## config.mk

```make
export PLATFORM = sky130hd
export DESIGN_NAME = serial_subtractor
export DESIGN_NICKNAME = d
export VERILOG_FILES = /design/src/rtl/serial_subtractor.sv
export SDC_FILE = /design/constraint.sdc
export NUM_CORES = 1
export LEC_CHECK = 0
export BUFFER_PORTS_ARGS = -buffer_cell sky130_fd_sc_hd__buf_2
export CORE_MARGIN = 2
export CORE_UTILIZATION = 53
export CTS_BUF_LIST = sky130_fd_sc_hd__clkbuf_16
export DETAILED_ROUTE_END_ITERATION = 10
export PLACE_DENSITY = 0.77
export SLEW_MARGIN = 20
export SYNTH_ARGS = -nofsm -noshare
export SYNTH_HDL_FRONTEND = slang
export SYNTH_SLANG_ARGS = --single-unit
```

## constraint.sdc

```tcl
create_clock -name clk -period 1.81 [get_ports clk]
set_input_delay 0.362 -clock clk [delete_from_list [all_inputs] [get_ports clk]]
set_output_delay 0.362 -clock clk [all_outputs]
set_load 0.01 [all_outputs]
```

## src/rtl/serial_subtractor.sv

```systemverilog
// serial_subtractor
//   Multi-cycle WIDTH-bit subtractor computing diff = a - b - bin, DIGIT bits
//   per clock. The borrow is carried between cycles in a register, so a wide
//   subtract costs a DIGIT-bit subtractor plus shift registers. The cost is
//   N = WIDTH/DIGIT cycles of latency.
//
// Parameters
//   WIDTH  operand/result width in bits (>= 2)
//   DIGIT  bits processed per cycle (1..WIDTH, must divide WIDTH exactly)
//
// Ports
//   clk    in   1      rising-edge clock
//   rst    in   1      synchronous active-high reset, highest priority
//   start  in   1      request; accepted only when busy=0
//   a      in   WIDTH  minuend, sampled on the accepting edge
//   b      in   WIDTH  subtrahend, sampled on the accepting edge
//   bin    in   1      borrow-in, sampled on the accepting edge
//   busy   out  1      high while a subtraction is in progress
//   done   out  1      one-cycle pulse: diff/bout/zero just updated
//   diff   out  WIDTH  a - b - bin modulo 2^WIDTH
//   bout   out  1      final borrow-out (a < b + bin, unsigned)
//   zero   out  1      diff == 0 for the latest result
//
// Handshake: start is sampled on every rising edge. It is accepted when the
//   FSM is in IDLE or DONE, which means busy=0. On the accepting edge, a, b and
//   bin are captured, and busy rises. Exactly N edges later, done pulses high
//   for one cycle and busy falls on that same edge. start is ignored while
//   busy=1, and a/b/bin are don't-care while busy=1. diff/bout/zero change only
//   on a done edge or on reset. The FSM state is held in the enum signal
//   'state' so that checkers can bind to it.

module serial_subtractor #(
    parameter int WIDTH = 8,
    parameter int DIGIT = 1
) (
    input  logic             clk,
    input  logic             rst,
    input  logic             start,
    input  logic [WIDTH-1:0] a,
    input  logic [WIDTH-1:0] b,
    input  logic             bin,
    output logic             busy,
    output logic             done,
    output logic [WIDTH-1:0] diff,
    output logic             bout,
    output logic             zero
);

    localparam int N  = WIDTH / DIGIT;
    localparam int CW = (N > 1) ? $clog2(N) : 1;

    typedef enum logic [1:0] {
        IDLE = 2'd0,
        RUN  = 2'd1,
        DONE = 2'd2
    } state_t;

    state_t           state;
    logic [WIDTH-1:0] a_sr;
    logic [WIDTH-1:0] b_sr;
    logic [WIDTH-1:0] res_sr;
    logic             brw;
    logic [CW-1:0]    cnt;

    logic [DIGIT:0]   chunk;     // {borrow, digit} of the current chunk
    logic [WIDTH-1:0] res_next;  // result register after this chunk lands
    logic             last;

    always_comb begin
        chunk    = {1'b0, a_sr[DIGIT-1:0]} - {1'b0, b_sr[DIGIT-1:0]}
                   - (DIGIT+1)'(brw);
        // Chunks enter at the MSB end; after N shifts chunk 0 sits at the LSBs.
        res_next = (res_sr >> DIGIT)
                   | (WIDTH'(chunk[DIGIT-1:0]) << (WIDTH - DIGIT));
        last     = (cnt == CW'(N - 1));
    end

    always_ff @(posedge clk) begin
        if (rst) begin
            state  <= IDLE;
            a_sr   <= '0;
            b_sr   <= '0;
            res_sr <= '0;
            brw    <= 1'b0;
            cnt    <= '0;
            busy   <= 1'b0;
            done   <= 1'b0;
            diff   <= '0;
            bout   <= 1'b0;
            zero   <= 1'b0;
        end else begin
            done <= 1'b0;
            case (state)
                // DONE accepts a new start exactly like IDLE (back-to-back).
                IDLE, DONE: begin
                    if (start) begin
                        a_sr  <= a;
                        b_sr  <= b;
                        brw   <= bin;
                        cnt   <= '0;
                        busy  <= 1'b1;
                        state <= RUN;
                    end else begin
                        state <= IDLE;
                    end
                end
                RUN: begin
                    a_sr   <= a_sr >> DIGIT;
                    b_sr   <= b_sr >> DIGIT;
                    res_sr <= res_next;
                    brw    <= chunk[DIGIT];
                    cnt    <= cnt + CW'(1);
                    if (last) begin
                        diff  <= res_next;
                        bout  <= chunk[DIGIT];
                        zero  <= (res_next == '0);
                        done  <= 1'b1;
                        busy  <= 1'b0;
                        state <= DONE;
                    end
                end
                default: state <= IDLE;
            endcase
        end
    end

endmodule
```

==> flow_summary.ini <==
[timing]
final.setup.tns_ns = 0
setup_viol = 0
tightestPinTransition_ns = 0.470
fin_ws_ns = 0.293
fin_crit_sh_pct = 83.8
rsz0062_at_grt = false
maxSlewViolCount = 0
maxSlewHeadroom_pct = 68.6
clock.fmax_ghz = 0.659
period_needed_ns = 1.52
clock-skew-final_ns = 0.00292
hold_violations = 0

[route]
via_per_inst = 5.34
drc = 0
drt_iter0_drc = 39
wl_per_cell_um = 11.8
dr.pass1.iters = 4
ant_nets = 0
totalWireLength_um = 3020
vias = 1368

[floorplanning]
num_io_pins = 32
fp.coreArea_um2 = 3000
rows = 20
die_width_um = 59.7
dieArea_um2 = 3570
start_util_pct = 54.8
die_h_um = 59.7

[placed_design]
place_ws_ns = 0.318
place_inst = 250
io_buffers = 31
hpwlAfterDp_um = 1960
routabilityCongestion = 0.753

[synth]
syn_avg_cell_area_um2 = 8.23
ys_seq_elements = 41
syn_nets = 223
syn_area_um2 = 1650
synthCells = 200
ys_warn_count = 0
yosysSeqAreaShare_pct = 49.8
synth_cell_types = 23

[final_layout]
area_growth_pct = 14.9
layout_common_cells = nand2_1 (63), dfxtp_1 (41), buf_2 (31), a21oi_1 (21), nor2_1 (21)
fillers = 289
num_antenna_cells = 0
instances_no_fill = 256
drive_gt1_share_pct = 18.8
final_common_cell = nand2_1
fin_nets = 247

[clock_tree]
root_buffer = clkbuf_16
clk_pin_slew_ns = 0.05
insertion_delay_ns = 0.28
post_cts_buffers = 0
numClockSinks = 41
hold_buffers = 0
cts_resized = 0
clockBufferDepth = 2
cts_tree = built
numCtsBuffers = 5
cts-htree-levels = 2

[global_routing]
grt.overflow.total = 0
antenna_found_initial = 0
grt_pass1_wl_um = 5210
grt_max_degree = 43
grt_pass1_vias = 1213
track_usage_pct = 20.0

[critical_path]
endpoint_kind = flip-flop
cp.arrival_ns = 1.73
worstSetupPathType = flip-flop to flip-flop
critPathRequiredTime_ns = 2.02
cp_max_fo = 3
worstSetupStartpointType = flip-flop

[flow_run]
cap_violations = 0

[power]
vdd_drop_max_mv = 0.592
p_per_area_nw_per_um2 = 1040
power_leakage_nw = 0.774

[run_status]
status = completed

[hold_path]
hold_path.class = input port to flip-flop
==> per-layer routing <==
metal | global-route usage [%] | part of all wire, % | vias up
met5 | 0 | 0 | -
met4 | 9.52 | 1.6 | 0
met3 | 7.14 | 5.4 | 4
li1 | - | - | 716
met2 | 32.8 | 46 | 36
met1 | 22.9 | 47 | 612
==> cell families (layout without fill, tap and decap cells) <==
family	Yosys count	after routing	share of synthesized area, %
AO/OA/AOI/OAI	39	39	15.7
adder cells (fa/ha/maj)	3	3	2.74
buffers and inverters	18	41	6.53
flip-flops	41	41	49.8
AND/OR/NAND/NOR	99	99	25.2
==> power breakdown <==
group	leakage, nW	internal [W]	switching (W)
Sequential	0.335	0.000949	0.0000267
Clock	0.0655	0.000491	0.000320
Combinational	0.374	0.0000768	0.000109
==> through the flow <==
step	util (%)	hold slack (ns)	total power [W]	cell area, um2
after global placement	58.7	0.443	0.00118	1760
after detailed placement	58.7	0.446	0.00118	1760
after global routing	63.0	0.335	0.00206	1890
final	63.0	0.322	0.00197	1890
after floorplan	-	0.445	0.00114	1650
after CTS	63.0	0.318	0.00199	1890
==> worst max-delay path, cell delays in order (launching register included) <==
cell and delay, ns:
dfxtp_1 0.33, inv_1 0.06, fa_1 0.58, nor4b_1 0.24, nand3_1 0.11, a21oi_1 0.13
==> cell usage after synthesis (all sizes together) <==
| cell type | number | area (um2) |
|---|---|---|
| nand3 | 6 | 30.0 |
| nor2b | 1 | 8.76 |
| nand2 | 63 | 236 |
| nor4 | 1 | 6.26 |
| a311oi | 15 | 131 |
| fa | 1 | 20.0 |
| a211oi | 2 | 15.0 |
| nor2 | 21 | 78.8 |
| inv | 1 | 3.75 |
| o21a | 1 | 7.51 |
| nand3b | 1 | 7.51 |
| nor4b | 1 | 8.76 |
| a21oi | 21 | 105 |
| dfxtp | 41 | 821 |
| clkbuf | 5 | 18.8 |
| nand2b | 2 | 12.5 |
| ha | 2 | 25.0 |
| and3b | 1 | 8.76 |
| and2b | 1 | 7.51 |
| buf | 12 | 85.1 |
| or2b | 1 | 8.76 |
==> flip-flops by register name, indices dropped and copies added, names as in the netlist <==
name	flops
cnt	3
bout	1
b_sr	8
brw	1
zero	1
a_sr	8
diff	8
res_sr	7
done	1
busy	1
state	2
==> area by class of cell <==
class                      instances  area, um2  share of cell area, %
sequential                        41        821                   43.4
multi-input combinational        141        718                   38.0
timing repair buffer              34        178                   9.39
clock buffer                       5        125                   6.61
tap                               33       41.3                   2.18
clock inverter                     1       5.00                  0.265
inverter                           1       3.75                  0.198
==> final timing paths <==
| check | start | to | slack, ns | cells past startpoint |
|---|---|---|---|---|
| worst min-delay path | a[7] | a_sr[7]$_SDFFE_PP0P_ | 0.32 | 3 |
| worst max register to register | a_sr[0]$_SDFFE_PP0P_ | zero$_SDFFE_PP0P_ | 0.29 | 5 |
| worst max-delay path | a_sr[0]$_SDFFE_PP0P_ | zero$_SDFFE_PP0P_ | 0.29 | 5 |
| worst min register to register | diff[1]$_SDFFE_PP0P_ | diff[1]$_SDFFE_PP0P_ | 0.45 | 2 |
Note: power is estimated with default switching activity, not from simulation.
